<file path="config.mk">
export PLATFORM = sky130hd
export DESIGN_NAME = stream_demux_2way
export DESIGN_NICKNAME = d
export VERILOG_FILES = /design/src/rtl/stream_demux_pkg.sv /design/src/rtl/demux_out_stage.sv /design/src/rtl/stream_demux_2way.sv
export SDC_FILE = /design/constraint.sdc
export NUM_CORES = 1
export LEC_CHECK = 0
export CAP_MARGIN = 20
export CELL_PAD_IN_SITES_DETAIL_PLACEMENT = 1
export CELL_PAD_IN_SITES_GLOBAL_PLACEMENT = 2
export CORE_UTILIZATION = 26
export DETAILED_ROUTE_END_ITERATION = 10
export PLACE_DENSITY = 0.86
export RECOVER_POWER = 25
export SLEW_MARGIN = 40
export SYNTH_ARGS = -nofsm -noshare
export SYNTH_HDL_FRONTEND = slang
export SYNTH_HIERARCHICAL = 1
export SYNTH_SLANG_ARGS = --single-unit
</file>
<file path="constraint.sdc">
create_clock -name clk -period 3 [get_ports clk]
set_clock_uncertainty 0.05 [all_clocks]
set_input_delay 0.45 -clock clk [delete_from_list [all_inputs] [get_ports clk]]
set_output_delay 0.45 -clock clk [all_outputs]
set_load 0.005 [all_outputs]
</file>
<file path="src/rtl/stream_demux_pkg.sv">
`default_nettype none
// ============================================================================
//  Package     : stream_demux_pkg
//  Description : Shared types and constants for the 2-way stream demux.
//                demux_state_t - packet lock state (IDLE / LOCKED)
//                NUM_OUT       - number of output streams
//  Revision    : 1.0 - initial release
// ============================================================================
package stream_demux_pkg;

  typedef enum logic {
    IDLE   = 1'b0,
    LOCKED = 1'b1
  } demux_state_t;

  localparam int NUM_OUT = 2;

endpackage : stream_demux_pkg
`default_nettype wire

</file>
<file path="src/rtl/demux_out_stage.sv">
`default_nettype none
// ============================================================================
//  Module      : demux_out_stage
//  Description : One-entry valid/data/last register slice for one output of
//                the stream demux. A load always wins over a drain, so a beat
//                arriving while the held beat leaves is captured with valid
//                staying high.
//  Ports       : clk, rst          - clock, synchronous active-high reset
//                load              - capture din/din_last this cycle
//                din, din_last     - beat to capture
//                ready             - consumer takes the held beat
//                valid, dout, last - registered output beat
//  Revision    : 1.0 - initial release
// ============================================================================
module demux_out_stage #(
  parameter int DATA_W = 8
) (
  input  logic              clk,
  input  logic              rst,
  input  logic              load,
  input  logic [DATA_W-1:0] din,
  input  logic              din_last,
  input  logic              ready,
  output logic              valid,
  output logic [DATA_W-1:0] dout,
  output logic              last
);

  logic              valid_q, valid_d;
  logic [DATA_W-1:0] data_q,  data_d;
  logic              last_q,  last_d;

  always_comb begin
    valid_d = valid_q;
    data_d  = data_q;
    last_d  = last_q;
    if (load) begin
      valid_d = 1'b1;
      data_d  = din;
      last_d  = din_last;
    end else if (valid_q && ready) begin
      // Drained: data/last keep their last value, only valid drops.
      valid_d = 1'b0;
    end
  end

  always_ff @(posedge clk) begin
    if (rst) begin
      valid_q <= 1'b0;
      data_q  <= '0;
      last_q  <= 1'b0;
    end else begin
      valid_q <= valid_d;
      data_q  <= data_d;
      last_q  <= last_d;
    end
  end

  assign valid = valid_q;
  assign dout  = data_q;
  assign last  = last_q;

endmodule : demux_out_stage
`default_nettype wire

</file>
<file path="src/rtl/stream_demux_2way.sv">
`default_nettype none
// ============================================================================
//  Module      : stream_demux_2way
//  Description : Steers each packet of one valid/ready input stream to one of
//                two output streams. The destination is taken from sel on the
//                first beat of a packet and held until the last beat. Each
//                output has its own one-entry register stage, so a stalled
//                consumer never blocks the other output.
//  Ports       : clk, rst                    - clock, sync active-high reset
//                din, din_valid, din_last    - input beat
//                din_ready                   - input beat accepted this cycle
//                sel                         - destination of a new packet
//                dout_n, dout_n_valid,
//                dout_n_last, dout_n_ready   - output stream n (n = 0, 1)
//                busy                        - packet open or a stage occupied
//  Revision    : 1.0 - initial release
// ============================================================================
module stream_demux_2way
  import stream_demux_pkg::*;
#(
  parameter int DATA_W = 8
) (
  input  logic              clk,
  input  logic              rst,
  input  logic [DATA_W-1:0] din,
  input  logic              din_valid,
  input  logic              din_last,
  output logic              din_ready,
  input  logic              sel,
  output logic [DATA_W-1:0] dout_0,
  output logic              dout_0_valid,
  output logic              dout_0_last,
  input  logic              dout_0_ready,
  output logic [DATA_W-1:0] dout_1,
  output logic              dout_1_valid,
  output logic              dout_1_last,
  input  logic              dout_1_ready,
  output logic              busy
);

  demux_state_t        state_q, state_d;
  logic                sel_q,   sel_d;
  logic                target;
  logic                accept;

  logic [NUM_OUT-1:0]  stage_valid;
  logic [NUM_OUT-1:0]  stage_last;
  logic [NUM_OUT-1:0]  stage_ready;
  logic [NUM_OUT-1:0]  stage_load;
  logic [DATA_W-1:0]   stage_data [NUM_OUT];

  assign stage_ready = {dout_1_ready, dout_0_ready};

  // A new packet follows sel directly; an open packet follows the latched sel.
  assign target = (state_q == IDLE) ? sel : sel_q;

  // The target stage can take a beat if empty or draining this cycle.
  assign din_ready = ~stage_valid[target] | stage_ready[target];
  assign accept    = din_valid & din_ready;

  always_comb begin
    state_d = state_q;
    sel_d   = sel_q;
    if (accept) begin
      if (state_q == IDLE) begin
        // Single-beat packets never lock and leave sel_q untouched.
        if (!din_last) begin
          state_d = LOCKED;
          sel_d   = sel;
        end
      end else if (din_last) begin
        state_d = IDLE;
      end
    end
  end

  always_ff @(posedge clk) begin
    if (rst) begin
      state_q <= IDLE;
      sel_q   <= 1'b0;
    end else begin
      state_q <= state_d;
      sel_q   <= sel_d;
    end
  end

  for (genvar n = 0; n < NUM_OUT; n++) begin : g_out
    assign stage_load[n] = accept & (target == 1'(n));

    demux_out_stage #(
      .DATA_W (DATA_W)
    ) u_stage (
      .clk      (clk),
      .rst      (rst),
      .load     (stage_load[n]),
      .din      (din),
      .din_last (din_last),
      .ready    (stage_ready[n]),
      .valid    (stage_valid[n]),
      .dout     (stage_data[n]),
      .last     (stage_last[n])
    );
  end

  assign dout_0       = stage_data[0];
  assign dout_0_valid = stage_valid[0];
  assign dout_0_last  = stage_last[0];
  assign dout_1       = stage_data[1];
  assign dout_1_valid = stage_valid[1];
  assign dout_1_last  = stage_last[1];

  assign busy = (state_q == LOCKED) | (|stage_valid);

endmodule : stream_demux_2way
`default_nettype wire

</file>
Word level (Yosys, flattened, before mapping) --
Cells that the tools add are included.
Word-level totals: bits in registers 22, input bits 15, output and inout bits 22, word-level logic and storage cells 34
Cells by class: magnitude comparators 1, mux-type cells 10, bitwise operators 9, reduce and logical (&&, ||, !) cells 6
Operators by type and width (count):
- $mux W1 | 10
- $not A1 Y1 | 4
- $reduce_bool A2 Y1 | 2
- $and A1 B1 Y1 | 3
- $reduce_and A3 Y1 | 1
- $logic_and A1 B1 Y1 | 2
- $lt A1 B2 Y1 const B | 1
- $or A1 B1 Y1 | 2
- $reduce_or A2 Y1 | 1

Logic depth before layout (Yosys ltp) --
word-level depth 8, depth in mapped cells 6, mapped depth without buffers 5

Hierarchy --
The synthesis kept the hierarchy.
By module, submodules not included:
- demux_out_stage | instances 2, cells each 33, area an instance 355.3 um2, seq. area each 200.2 um2
- stream_demux_2way | instances 1, cells each 18, area an instance 170.2 um2, seq. area each 40.0 um2

Worst setup path after synthesis --
OpenSTA, ideal clock, no wires.
path type register -> output, start register state_q, end output din_ready, arrival time 0.997 ns, required time 2.500 ns, path slack 1.503 ns, stages on the path, launching flop included 3, path buffers 0, cells stage by stage dfxtp_1 -> mux2i_2 -> mux2_2
On the way: word-level cells in the longest chain between the ends 5, elaborated cells on any way between the ends 7, those cells by class mux: 5; bitwise: 2
Ends and longest elaborated chain:
- start: declaration | RTL line stream_demux_2way.sv:41 | demux_state_t state_q, state_d;
- start signal: assignment | RTL line stream_demux_2way.sv:82 | state_q <= state_d;
- $mux W1 (*) | RTL line stream_demux_2way.sv:55 | assign target = (state_q == IDLE) ? sel : sel_q;
- $mux W1 (implied by the code) (2 in a row) | RTL line stream_demux_2way.sv:58 | assign din_ready = ~stage_valid[target] | stage_ready[target];
- $not A1 Y1 | RTL line stream_demux_2way.sv:58
- $or A1 B1 Y1 (*) | RTL line stream_demux_2way.sv:58
- end: declaration | RTL line stream_demux_2way.sv:28 | output logic din_ready,
Every way passes the cells marked *; elsewhere a longest branch is shown, timed or not. The select of a mux whose other input is x is not followed.

Worst setup path after layout --
start input sel, end output din_ready
On the way: word-level cells in the longest chain between the ends 5, elaborated cells on any way between the ends 7, those cells by class mux: 5; bitwise: 2
Ends and longest elaborated chain:
- start: declaration | RTL line stream_demux_2way.sv:29 | input logic sel,
- $mux W1 (*) | RTL line stream_demux_2way.sv:55
- $mux W1 (implied by the code) (2 in a row) | RTL line stream_demux_2way.sv:58
- $not A1 Y1 | RTL line stream_demux_2way.sv:58
- $or A1 B1 Y1 (*) | RTL line stream_demux_2way.sv:58
Marked as above.

==> flow_summary.yaml <==
outcome:
  outcome: "finished, final reports clean"
drt:
  drt_first_pass_iters: 3
  drc: 0
  antenna_left: 0
  drt_iter0_drc: 20
  routed_via_density: 4.32
  wl_per_cell_um: 13.0
  drt-total-wl_um: 2140
  vias: 709
power_and_ir_drop:
  cellLeakagePower_nw: 0.495
  peakVddDrop_v: 0.000177
  p_per_area_nw_per_um2: 481
placement:
  gp_congestion: 0.790
  port_buffers: 36
  pre_cts_ws_ns: 0.594
  dp_hpwl_um: 1510
critical_path:
  crit_type: "in2out"
  cp_slowest_stage_delay_ns: 0.56
  critPathCaptureType: "primary output"
  crit_path_cell_trace: "dlygate4sd3_1 -> mux2i_1 -> mux2_2 -> clkdlybuf4s50_1"
  cp-start-kind: "input pin"
  crit_family: "buffers and inverters"
  critical_path_buf_inv_count: 2
  cp_max_fo: 3
  cp_data_required_time_ns: 2.50
  crit_slowest_cell: "dlygate4sd3_1"
  worst-endpoint-arrival_ns: 2.05
layout:
  syn_to_final_growth_pct: 44.6
  fillCellCount: 371
  fin_nets: 136
  regArea_sq_um: 440
  multi_input_area_sq_um: 372
  diodes: 0
  drive_gt1_share_pct: 5.83
synth:
  synth_area_leaders: "dfxtp_1 50%, mux2i_1 22%, nor2_1 7.7%, nand2b_1 3.6%, buf_6 2.6%"
  yosysTopAreaCellShare_pct: 50.0
  yosysMostFrequentCell: "dfxtp_1"
  synth_top_area_cell: "dfxtp_1"
  syn_area_per_cell_sq_um: 10.5
  synth_ff_type: "dfxtp_1"
  syn_inst: 84
  yosysUniqueCellTypes: 19
  synth_edf_count: 0
  yosysWarnings: 6
  ys_ff_latch: 22
  syn_nets: 99
  netlist_area_sq_um: 881
  synthTopCellsByCount: "22 x dfxtp_1, 19 x mux2i_1, 18 x nor2_1, 5 x nand2b_1, 3 x inv_1"
  synth_seq_area_share_pct: 50.0
  synthArstFlopShare_pct: 0
grt:
  grt.total_usage_pct: 13.0
  antenna_found_initial: 0
  grt_pass1_wl_um: 3400
  grt_pass1_vias: 762
  grt_max_degree: 24
  overflow: 0
floorplan:
  dieHeight_um: 60.2
  die_area_sq_um: 3620
  core-area_sq_um: 3130
  num_io_pins: 37
  initial_utilization_pct: 28.2
  row_count: 20
  die_x_um: 60.2
sta:
  clock.fmax_mhz: 392
  setup_slack_ns: 0.450
  finalSetupViolCount: 0
  tightest_slew_ns: 0.587
  final_max_slew_viol_count: 0
  period_share_pct: 85.0
  rsz0062_at_grt: "no"
  period_minus_slack_ns: 2.55
  setup_tns_ns: 0
  relSlewSlack_pct: 60.8
  finalHoldViolations: 0
hold_path:
  hold_path.class: "reg2reg"
clock_network:
  path_clk_slew_ns: 0.13
  htree_num_levels: 1
  cts_inserted_buffers: 3
  cts_tree: "done"
  ctsResizeCount: 0
  root_buffer: "clkbuf_4"
  cts.sinks: 22
  holdBufCountCts: 0
  cts_setup_buffers: 0
  clockBufferDepth: 2
  clock_latency_ns: 0.32
run:
  maxCapViolCount: 0
## layout make-up
class	count	share of cell area (%)
multi-input combinational	54	29.2
inverter	4	1.18
clock buffer	4	2.85
tap	44	4.32
timing repair buffer	36	27.9
sequential	22	34.6
## registers in the layout (all words and copies together), names as in the netlist
signal / count
g_out.u_stage/valid: 2
state_q: 1
g_out.u_stage/dout: 16
g_out.u_stage/last: 2
sel_q: 1
## cell families (layout without fill, tap and decap cells)
kind of cell | count (synthesis) | in the layout | share of synthesized area [%]
flip-flops | 22 | 22 | 50.0
multiplexers | 21 | 21 | 24.4
AND/OR/NAND/NOR | 29 | 29 | 16.8
buffers and inverters | 8 | 44 | 5.40
AO/OA/AOI/OAI | 4 | 4 | 3.41
## path summary, 6_finish.rpt
kind	start	endpoint	slack, ns	cells after the start
setup / recovery	sel	din_ready	0.45	4
hold / removal	sel_q	sel_q	0.45	2
setup reg to reg	state_q	g_out[0].u_stage/dout[1]	1.17	5
hold reg to reg	sel_q	sel_q	0.45	2
## stage by stage
| stage | power [mW] | cells | util, % | cell area, sq um | hold slack [ns] |
|---|---|---|---|---|---|
| 3_3_place_gp | 0.457 | 160 | 40.4 | 1260 | 0.424 |
| 2_1_floorplan | 0.393 | 84 | - | 881 | 0.408 |
| 6_report | 0.613 | 164 | 40.7 | 1270 | 0.449 |
| 4_1_cts | 0.634 | 164 | 41.6 | 1300 | 0.461 |
| 5_1_grt | 0.649 | 164 | 40.7 | 1270 | 0.495 |
| 3_5_place_dp | 0.462 | 160 | 40.4 | 1260 | 0.434 |
## power breakdown
group | switching (mW) | internal, mW | total [mW]
registers | 0.0118 | 0.311 | 0.323
logic | 0.0489 | 0.0746 | 0.123
clock network | 0.0921 | 0.0743 | 0.166
## worst reg2reg max path, stage by stage (launching register included)
cell	delay [ns]
dfxtp_1	0.42
mux2i_1	0.31
nand3_1	0.17
inv_1	0.44
mux2i_1	0.26
nor2_1	0.06
## placed cells by master (no fill, tap or decap)
cell,instances
clkdlybuf4s50_1,31
dfxtp_1,22
mux2i_1,20
nor2_1,18
nand2b_1,5
inv_1,4
dlygate4sd3_1,4
clkbuf_4,3
a211oi_1,2
a21oi_1,2
or2b_1,1
mux2_2,1
nand3b_1,1
or3_2,1
nand3_1,1
nand2_1,1
nor3_1,1
clkbuf_8,1
buf_2,1
## per-layer routing
metal  share of wire, %  up-vias  global-route usage, %  wire length (um)
met3                4.1        5                   2.60                88
met2                 45       25                   21.0               953
met5                  0        -                      0                 0
met1                 49      328                   16.0              1040
li1                   -      351                      -                 -
met4                2.4        0                   6.98                51
(Power assumes the default switching activity.)
==> variant (same flow settings) <==
`data_q` no longer has a reset.
--- a/src/rtl/demux_out_stage.sv
+++ b/src/rtl/demux_out_stage.sv
@@ -49,3 +49,2 @@
       valid_q <= 1'b0;
-      data_q  <= '0;
       last_q  <= 1'b0;
@@ -53,5 +52,8 @@
       valid_q <= valid_d;
-      data_q  <= data_d;
       last_q  <= last_d;
     end
+  end
+
+  always_ff @(posedge clk) begin
+    data_q <= data_d;
   end
Behaviour: not the same (Yosys sat finds a counterexample within 4 cycles, from zero or initial values and one cycle with rst high).
==> variant against the original RTL <==
The run now ends with design-rule violations left. Clock power down 21%. Sequential power up 11%. Design area shrank 4.7%. Area after synthesis down 11%. Register-to-register slack better by 0.10 ns. Wire length fell by 26%. Worst setup slack better by 0.13 ns. Sequential cell count unchanged. Critical path depth unchanged. Combinational power shrank 23%. Cell count shrank 27%. Synthesized cell count decreased by 43%. Power shrank 5.1%.
==> variant: results <==
set metrics [dict create \
    violations "design-rule violations" \
    status "finished, violations left" \
    synth.area.top_cells "edfxtp_1 (61%), dfxtp_1 (15%), nand2b_1 (4.0%)" \
    slew_headroom 0.717 \
    cpPeakStageDelay_ns 0.44 \
    grtUsageTotal 0.106 \
    grt_pass1_vias 485 \
    synth_nets 63 \
    ir_worst_vdd_uv 153 \
    met1_usage 0.128 \
    r2r_slack_ns 1.27 \
    use_met2 0.168 \
    drive_gt1_frac 0.102 \
    first_pass_iters 7 \
    final_nets 104 \
    yosysSeqAreaShare 0.762 \
    place_area_um2 1190 \
    p_clk_frac 0.226 \
    muxShareOfSynthArea 0.0698 \
    timing.final.crit_share 0.807 \
    sw_frac_of_total 0.218 \
    grt_start_max_net_pins 13 \
    drc 9 \
    grt_pass1_wl_mm 2.53 \
    drt-vias-per-instance 4.39 \
    dp_hpwl_mm 1.27 \
    dp.cells 115 \
    wirelength_mm 1.58 \
    path_clk_slew_ns 0.11 \
    hold_ws_ns 0.450 \
]
variant: cell count changes after synthesis:
| cell | change |
|---|---|
| mux2i_1 | -16 |
| nor2_1 | -16 |
| dfxtp_1 | -16 |
| clkbuf_2 | -2 |
| edfxtp_1 | +16 |
| buf_6 | -2 |
variant: routing by layer:
| layer | vias to the layer above | wire [um] |
|---|---|---|
| met1 | 245 | 661 |
| met2 | 24 | 746 |
| met4 | 0 | 17 |
| met5 | - | 0 |
| li1 | 252 | - |
| met3 | 2 | 156 |
variant: final cells by class:
cell class              instances  area [um2]
flip-flops and latches         22         601
clock inverters                 1        3.75
fillers                       308        1590
inverters                       4        15.0
multi-input cells              22         173
clock buffers                   3        22.5
repair buffers                 36         360
well taps                      31        38.8
variant: final timing paths:
path	to	cells after the start
worst max-delay path	din_ready	4
worst min-delay path	sel_q$_SDFFE_PP0P_	2
worst max register to register	g_out[0].u_stage/last$_SDFFE_PP0P_	5
worst min register to register	sel_q$_SDFFE_PP0P_	2
